<file path="config.mk">
export PLATFORM = sky130hd
export DESIGN_NAME = percept_seq
export DESIGN_NICKNAME = d
export VERILOG_FILES = /design/src/rtl/percept_seq.sv
export SDC_FILE = /design/constraint.sdc
export NUM_CORES = 1
export LEC_CHECK = 0
export CORE_ASPECT_RATIO = 0.6
export CORE_MARGIN = 2
export CORE_UTILIZATION = 59
export CTS_CLUSTER_SIZE = 40
export DETAILED_ROUTE_END_ITERATION = 10
export PLACE_DENSITY = 0.8
export SETUP_SLACK_MARGIN = 0.1
export SLEW_MARGIN = 20
export SYNTH_ARGS = -nofsm -noshare
export SYNTH_HDL_FRONTEND = slang
export SYNTH_SLANG_ARGS = --single-unit
</file>
<file path="constraint.sdc">
create_clock -name clk -period 2.8 [get_ports clk]
set_input_delay 0.56 -clock clk [delete_from_list [all_inputs] [get_ports clk]]
set_output_delay 0.56 -clock clk [all_outputs]
set_load 0.02 [all_outputs]
</file>
<file path="src/rtl/percept_seq.sv">
// percept_seq: host-serial operand sequencer for the percept neuron.
// Loads weight/input pairs, fires one MAC per pair, unloads the result.
module percept_seq #(
  parameter int N_INPUTS     = 8,
  parameter int WIDTH        = 8,
  parameter int RESULT_WIDTH = 16
) (
  input  logic clk,
  input  logic nRst,
  input  logic start,
  input  logic abort,
  input  logic op_valid,
  input  logic op_bit,
  output logic op_ready,
  output logic res_valid,
  output logic res_bit,
  output logic busy,
  output logic done,
  output logic p_shift_in,
  output logic p_data_in,
  output logic p_mul_and_acc,
  output logic p_shift_out,
  input  logic p_data_out
);

  localparam int BW = $clog2(2 * WIDTH);
  localparam int PW = (N_INPUTS > 1) ? $clog2(N_INPUTS) : 1;
  localparam int UW = $clog2(RESULT_WIDTH + 1);

  localparam logic [BW-1:0] BIT_LAST  = BW'(2 * WIDTH - 1);
  localparam logic [PW-1:0] PAIR_LAST = PW'(N_INPUTS - 1);
  localparam logic [UW-1:0] U_LAST    = UW'(RESULT_WIDTH);

  typedef enum logic [1:0] {
    IDLE,
    LOAD,
    MAC,
    UNLOAD
  } state_t;

  state_t          state;
  logic [BW-1:0]   bit_cnt;
  logic [PW-1:0]   pair_cnt;
  logic [UW-1:0]   u_cnt;
  logic            accept;

  assign accept = op_valid & op_ready;

  always_ff @(posedge clk or negedge nRst) begin
    if (!nRst) begin
      state         <= IDLE;
      bit_cnt       <= '0;
      pair_cnt      <= '0;
      u_cnt         <= '0;
      op_ready      <= 1'b0;
      res_valid     <= 1'b0;
      res_bit       <= 1'b0;
      busy          <= 1'b0;
      done          <= 1'b0;
      p_shift_in    <= 1'b0;
      p_data_in     <= 1'b0;
      p_mul_and_acc <= 1'b0;
      p_shift_out   <= 1'b0;
    end else if (abort) begin
      // Pending strobes are dropped too; percept is left dirty.
      state         <= IDLE;
      bit_cnt       <= '0;
      pair_cnt      <= '0;
      u_cnt         <= '0;
      op_ready      <= 1'b0;
      res_valid     <= 1'b0;
      res_bit       <= 1'b0;
      busy          <= 1'b0;
      done          <= 1'b0;
      p_shift_in    <= 1'b0;
      p_data_in     <= 1'b0;
      p_mul_and_acc <= 1'b0;
      p_shift_out   <= 1'b0;
    end else begin
      p_shift_in    <= 1'b0;
      p_mul_and_acc <= 1'b0;
      res_valid     <= 1'b0;
      done          <= 1'b0;
      unique case (state)
        IDLE: begin
          bit_cnt  <= '0;
          pair_cnt <= '0;
          if (start) begin
            state    <= LOAD;
            busy     <= 1'b1;
            op_ready <= 1'b1;
          end
        end
        LOAD: begin
          if (accept) begin
            p_shift_in <= 1'b1;
            p_data_in  <= op_bit;
            if (bit_cnt == BIT_LAST) begin
              state    <= MAC;
              op_ready <= 1'b0;
            end else begin
              bit_cnt <= bit_cnt + 1'b1;
            end
          end
        end
        MAC: begin
          p_mul_and_acc <= 1'b1;
          if (pair_cnt == PAIR_LAST) begin
            state <= UNLOAD;
            u_cnt <= '0;
          end else begin
            pair_cnt <= pair_cnt + 1'b1;
            bit_cnt  <= '0;
            state    <= LOAD;
            op_ready <= 1'b1;
          end
        end
        UNLOAD: begin
          // u0 only arms shift_out; result bits follow one edge later.
          if (u_cnt != '0) begin
            res_bit   <= p_data_out;
            res_valid <= 1'b1;
          end
          if (u_cnt == U_LAST) begin
            p_shift_out <= 1'b0;
            done        <= 1'b1;
            busy        <= 1'b0;
            state       <= IDLE;
          end else begin
            p_shift_out <= 1'b1;
            u_cnt       <= u_cnt + 1'b1;
          end
        end
        default: state <= IDLE;
      endcase
    end
  end

endmodule

</file>
==> metrics.txt, run 1 <==
status=finished clean; Synth Area in Adders=under 10%; number of max-cap violations=0; HPWL after DPL=around 1900 µm; root buffer cell=clkbuf_8; RSZ-0062 raised after global routing=false; Clock Sinks=23; Mapped Area=around 0.0013 mm²; final setup vio count=0; Syn-to-layout area delta=16.4%; Yosys top cell area share=43.1%; number of I/O pins=16; Mapped Cells=138; fmax=519 MHz; Final period util=68.8%; Compound-Gate Fraction of Synth Area=14.8%; # rows=13; number of vias per cell=a little under 6; synth unique cells=36; top cells by instance count after synthesis=dfrtp_1 (23), nor2_1 (16), ha_1 (9), inv_1 (9); Power Total=between 0.0009 and 0.001 W; Residual DRC=0; top cells by area, synth=dfrtp_1 (43%), ha_1 (8.4%), nor2_1 (4.5%); main combinational cell family by area after synthesis=simple AND/OR/NAND/NOR gates; Util after Layout=a little over 70%; worst min-delay path class=reg2reg; die width=65.4 µm; Synth async-reset ratio=between 90% and 100%; insertion delay to the later sink of the worst-skew pair=between 0.2 and 0.3 ns; drt first-iter violations=76; Crit-path slowest cell=dfrtp_1; clock-pin slew on the worst setup and hold paths=0.08 ns; Initial Util=62.2%; via count=1064; first-pass GRT wire length=4190 µm; Routed WL=2640 µm; area occupied by multi-input gates=approximately 700 µm²; Worst setup EP type=register; Synthesized Nets=154; global placer's final weighted congestion=0.891; largest net degree at the start of global routing=24; Register Area=576 µm²; wire per inst=14.3 µm; CP Buf/Inv Count=1; DRT Pass-1 Iters=4; worst path arrival time=2.07 ns; Setup TNS=0 ns; # hold bufs at CTS=0; CTS resizes=0; nets=171; total grt overflow=0; mux cell area share after synthesis=2.34%; Worst Max-Slew Pin Slew=0.506 ns; post-CTS setup buffer count=0; CP top delay family=simple AND/OR/NAND/NOR gates; Synth Flop Type=dfrtp_1; CP Launch Type=register; Post-Synth Simple-Gate Area=25.3%; initial antenna violation count=0; vias in the first global route=893; antenna-violating nets left=0; most frequent cell after synthesis=dfrtp_1; Yosys Warn Count=0; ant diodes=0; XOR/XNOR share of the synthesized area=1.31%; GR Util All Layers=22.1%; port bufs=15; Max clock buf depth=2; Power per Cell Area=583 mW/mm²; fillcell total=roughly 160; clock skew=roughly 0.0024 ns; Worst VDD drop=401 µV; final hold viol count=0; CP max stage delay=roughly 0.43 ns; critical-path cell list=inv_1 > ha_1 > nor2b_1 > a211oi_1 > nor2_1 > o21ai_0; area leader, netlist=dfrtp_1; Req. time, crit path=roughly 2.9 ns; CP Max Fanout=9; area of the core=0.00215 mm²; syn_area_per_cell=between 9 and 10 µm²; Die Y=40.8 µm; leakage power=0.648 nW; die area=about 0.0027 mm²; H-tree Lvls=1; number of synthesized flops with an enable pin=0; Max-slew headroom=65.8%; layout cell share with drive strength beyond 1=around 6.5%; post-layout minimum cycle time=approximately 1.9 ns; Seq/Total Area, Yosys=a little over two fifths; crit path kind=reg2reg; max-slew violation count=0; register bit total from synthesis=23; CTS tree=built; CTS Buf Count=3
[per-layer routing]
metal	routed length (µm)	share of wire [%]	GRT usage, %
met1	1310	50	31.6
met2	1100	42	31.9
met3	182	6.9	6.32
met4	39	1.5	8.85
met5	0	0	0
[power by group]
group          total [W]  internal (W)  leakage, nW  switching, W
Clock           0.000206      0.000102       0.0228      0.000104
Sequential      0.000392      0.000361        0.317     0.0000307
Combinational   0.000309      0.000119        0.309      0.000190
[state kept, by name, indices dropped and copies added (netlist names), 2 cells and up]
signal / count
state: 2
u_cnt: 5
bit_cnt: 4
pair_cnt: 3
[path summary, 6_finish.rpt]
kind	from	endpoint	slack, ns	cells after the start
max	state[0]	u_cnt[3]	0.87	6
max in group asynchronous	nRst	bit_cnt[0]	1.94	2
min	p_data_in	p_data_in	0.54	2
min in group asynchronous	nRst	u_cnt[1]	0.63	2
max reg2reg	state[0]	u_cnt[3]	0.87	6
min reg2reg	p_data_in	p_data_in	0.54	2
[metrics by stage]
stage	instance area (µm²)	hold slack (ns)	setup slack [ns]	instances
4_1_cts	1550	0.545	0.880	184
2_1_floorplan	1340	0.264	1.02	138
5_1_grt	1550	0.593	0.732	184
6_report	1550	0.537	0.872	184
3_5_place_dp	1510	0.521	0.756	180
3_3_place_gp	1510	0.506	0.806	180
[cells by family (layout without fill, tap and decap cells)]
kind of cell,Yosys count,after routing
flip-flops,23,23
AO/OA/AOI/OAI,30,30
multiplexers,3,3
adder cells (fa/ha/maj),9,9
buffers and inverters,14,30
XOR/XNOR,2,2
AND/OR/NAND/NOR,57,57
[cell type report]
type / count / share of cell area [%]
clock buffers: 4 / 2.90
multi-input cells: 101 / 44.8
flip-flops and latches: 23 / 37.0
well taps: 30 / 2.42
inverters: 9 / 2.17
repair buffers: 17 / 10.6
[placed cells by master (no fill, tap or decap), types with 6 or more instances in the layout]
master	Yosys	routed
dfrtp_1	23	23
nand2_1	6	6
a21oi_1	8	8
o21ai_0	8	8
nand3_1	6	6
clkdlybuf4s50_1	0	15
inv_1	9	9
ha_1	9	9
nor2_1	16	16
[tightest hold or removal path: stages, from the launching register on]
cell	delay, ns
dfrtp_1	0.35
mux2i_1	0.07
nor2_1	0.07
No activity file was read; power rests on OpenSTA's default activity.
==> run 2, diff against run 1 <==
--- a/config.mk
+++ b/config.mk
@@ -7,10 +7,10 @@
 export LEC_CHECK = 0
 export CORE_ASPECT_RATIO = 0.6
 export CORE_MARGIN = 2
-export CORE_UTILIZATION = 59
+export CORE_UTILIZATION = 54
 export CTS_CLUSTER_SIZE = 40
 export DETAILED_ROUTE_END_ITERATION = 10
-export PLACE_DENSITY = 0.8
+export PLACE_DENSITY = 0.74
 export SETUP_SLACK_MARGIN = 0.1
 export SLEW_MARGIN = 20
 export SYNTH_ARGS = -nofsm -noshare
==> constraint.sdc (replaced) <==
create_clock -name clk -period 1.89 [get_ports clk]
set_input_delay 0.378 -clock clk [delete_from_list [all_inputs] [get_ports clk]]
set_output_delay 0.378 -clock clk [all_outputs]
set_load 0.02 [all_outputs]
==> run 2 against run 1 <==
Setup slack worse by 0.69 ns. Routed wire length increased by 8.6%. Sequential power grew 47%. Via count increased by 4.5%. Largest power group unchanged.
==> metrics.txt, run 2 (same netlist as run 1, synthesis figures left out) <==
status=finished clean (unchanged); first-pass GRT wire length=4770 µm (was 4190 µm); Req. time, crit path=2.07 ns (was 2.94 ns); DRT Pass-1 Iters=5 (was 4); internal power=0.000919 W (was 0.000582 W); post-layout minimum cycle time=1.70 ns (was 1.93 ns); Crit-path slowest cell=or4b_1 (was dfrtp_1); initial antenna violation count=0 (unchanged); number of I/O pins=16 (unchanged); Power per Cell Area=870 mW/mm² (was 583 mW/mm²); die width=68.2 µm (was 65.4 µm); wire per inst=15.0 µm (was 14.3 µm); Max-slew headroom=73.3% (was 65.8%); area of the core=0.00224 mm² (was 0.00215 mm²); CP max stage delay=0.47 ns (was 0.43 ns); ant diodes=0 (unchanged); layout cell share with drive strength beyond 1=17.4% (was 6.49%); power share of the clock group=20.9% (was 22.7%); CP top delay family=simple AND/OR/NAND/NOR gates (unchanged); commonest non-fill, non-tap cell in the layout=dfrtp_1 (unchanged); top register by number of flip-flops=u_cnt (unchanged); net load switching power=0.000519 W (was 0.000325 W); CP Max Fanout=6 (was 9); commonest non-fill, non-tap cells in the layout=dfrtp_1 (23), nor2_1 (16), clkdlybuf4s50_1 (15) (unchanged); via count=1112 (was 1064); H-tree Lvls=1 (unchanged); Seq pwr share=40.1% (was 43.2%); CP Launch Type=register (unchanged); Syn-to-layout area delta=23.8% (was 16.4%); Routed WL=2870 µm (was 2640 µm); clock-pin slew on the worst setup and hold paths=0.08 ns (about the same); nets=178 (was 171); final setup vio count=0 (unchanged); number of max-cap violations=0 (unchanged); Final period util=90.2% (was 68.8%); die area=0.00290 mm² (was 0.00267 mm²); RSZ-0062 raised after global routing=true (was false); Initial Util=59.5% (was 62.2%); crit path kind=reg2reg (unchanged); insertion delay to the later sink of the worst-skew pair=0.26 ns (was 0.27 ns); Worst VDD drop=599 µV (was 401 µV); port bufs=15 (unchanged); CP Buf/Inv Count=1 (unchanged); Worst Max-Slew Pin Slew=0.394 ns (was 0.506 ns); worst path arrival time=1.89 ns (was 2.07 ns); Die Y=42.5 µm (was 40.8 µm); leakage power=0.676 nW (was 0.648 nW); worst min-delay path class=in2async (was reg2reg); Clock Sinks=23 (unchanged); Non-Filler Instances=191 (was 184); vias in the first global route=1007 (was 893); root buffer cell=clkbuf_8 (unchanged); HPWL after DPL=2040 µm (was 1940 µm); max reg flops=5 (unchanged); GR Util All Layers=22.1% (about the same); CTS Buf Count=3 (unchanged); largest net degree at the start of global routing=24 (unchanged); Comb power frac=39.0% (was 34.1%); number of vias per cell=5.82 (was 5.78); max-slew violation count=0 (unchanged); # rows=13 (unchanged); drt first-iter violations=86 (was 76); global placer's final weighted congestion=0.885 (was 0.891); # hold bufs at CTS=0 (unchanged); Setup TNS=0 ns (unchanged); Worst setup EP type=register (unchanged); antenna-violating nets left=0 (unchanged); Util after Layout=73.6% (was 72.4%); Residual DRC=0 (unchanged); clock skew=0.00107 ns (was 0.00242 ns); Sw Share=36.1% (was 35.8%); Top Registers=u_cnt (5), bit_cnt (4), pair_cnt (3) (unchanged); Placed Instances=184 (was 180); final hold viol count=0 (unchanged); fmax=587 MHz (was 519 MHz); Power Total=0.00144 W (was 0.000906 W); CTS tree=built (unchanged); Max clock buf depth=2 (unchanged); total grt overflow=0 (unchanged); hold slack final=0.472 ns (was 0.537 ns); critical-path cell list=inv_1 > ha_2 > nor4bb_4 > nand2b_4 > or4b_1 > a31oi_1 (was inv_1 > ha_1 > nor2b_1 > a211oi_1 > nor2_1 > o21ai_0)
==> run 2: repair_timing <==
action | 4_1_cts | 5_1_grt
endpoints found under the setup margin | 2 | 9
buffers inserted | 0 | 3
pin swaps | 0 | 2
hold endpoints to repair | 0 | 0
gates resized for setup | 2 | 11
==> run 2: area by class of cell <==
| cell class | count | area [µm²] |
|---|---|---|
| multi-input cells | 101 | 743 |
| fillers | 149 | 592 |
| flip-flops and latches | 23 | 576 |
| well taps | 30 | 37.5 |
| repair buffers | 24 | 218 |
| clock buffers | 4 | 45.0 |
| inverters | 9 | 33.8 |
==> run 2: stage by stage <==
stage                     worst slack (ns)  instance area [µm²]
after floorplan                      0.114                 1340
after global placement              0.0998                 1540
after detailed placement            0.0166                 1540
after CTS                           0.0992                 1590
after global routing                0.0957                 1650
final                                0.185                 1650
==> run 2: power groups by stage <==
stage / registers (W) / logic [W] / clock network (W)
after floorplan: 0.000609 / 0.000284 / 0
after global placement: 0.000582 / 0.000489 / 0
after detailed placement: 0.000585 / 0.000519 / 0
after CTS: 0.000575 / 0.000526 / 0.000307
after global routing: 0.000583 / 0.000613 / 0.000329
final: 0.000577 / 0.000561 / 0.000300
==> run 2: path summary, 6_finish.rpt <==
| check | slack (ns) | from | to | cells after the start |
|---|---|---|---|---|
| setup / recovery | 0.19 | u_cnt[0] | u_cnt[2] | 6 |
| hold / removal | 0.47 | nRst | u_cnt[1] | 2 |
| setup reg to reg | 0.19 | u_cnt[0] | u_cnt[2] | 6 |
| hold reg to reg | 0.53 | p_data_in | p_data_in | 2 |
| max in group asynchronous | 1.19 | nRst | p_mul_and_acc | 2 |
| min in group clk | 0.53 | p_data_in | p_data_in | 2 |
==> run 2: layer usage <==
metal | wire (µm) | share of wire, % | GRT usage, %
met4 | 14 | 0.49 | 2.40
met5 | 0 | 0 | 0
met3 | 156 | 5.4 | 5.65
met1 | 1460 | 51 | 34.1
met2 | 1230 | 43 | 31.8
==> run 3, diff against run 2 <==
--- a/config.mk
+++ b/config.mk
@@ -5,6 +5,7 @@
 export SDC_FILE = /design/constraint.sdc
 export NUM_CORES = 1
 export LEC_CHECK = 0
+export CAP_MARGIN = 15
 export CORE_ASPECT_RATIO = 0.6
 export CORE_MARGIN = 2
 export CORE_UTILIZATION = 54
==> results of run 3 <==
Same layout as run 2: the final DEF is identical, and so are final timing and power.
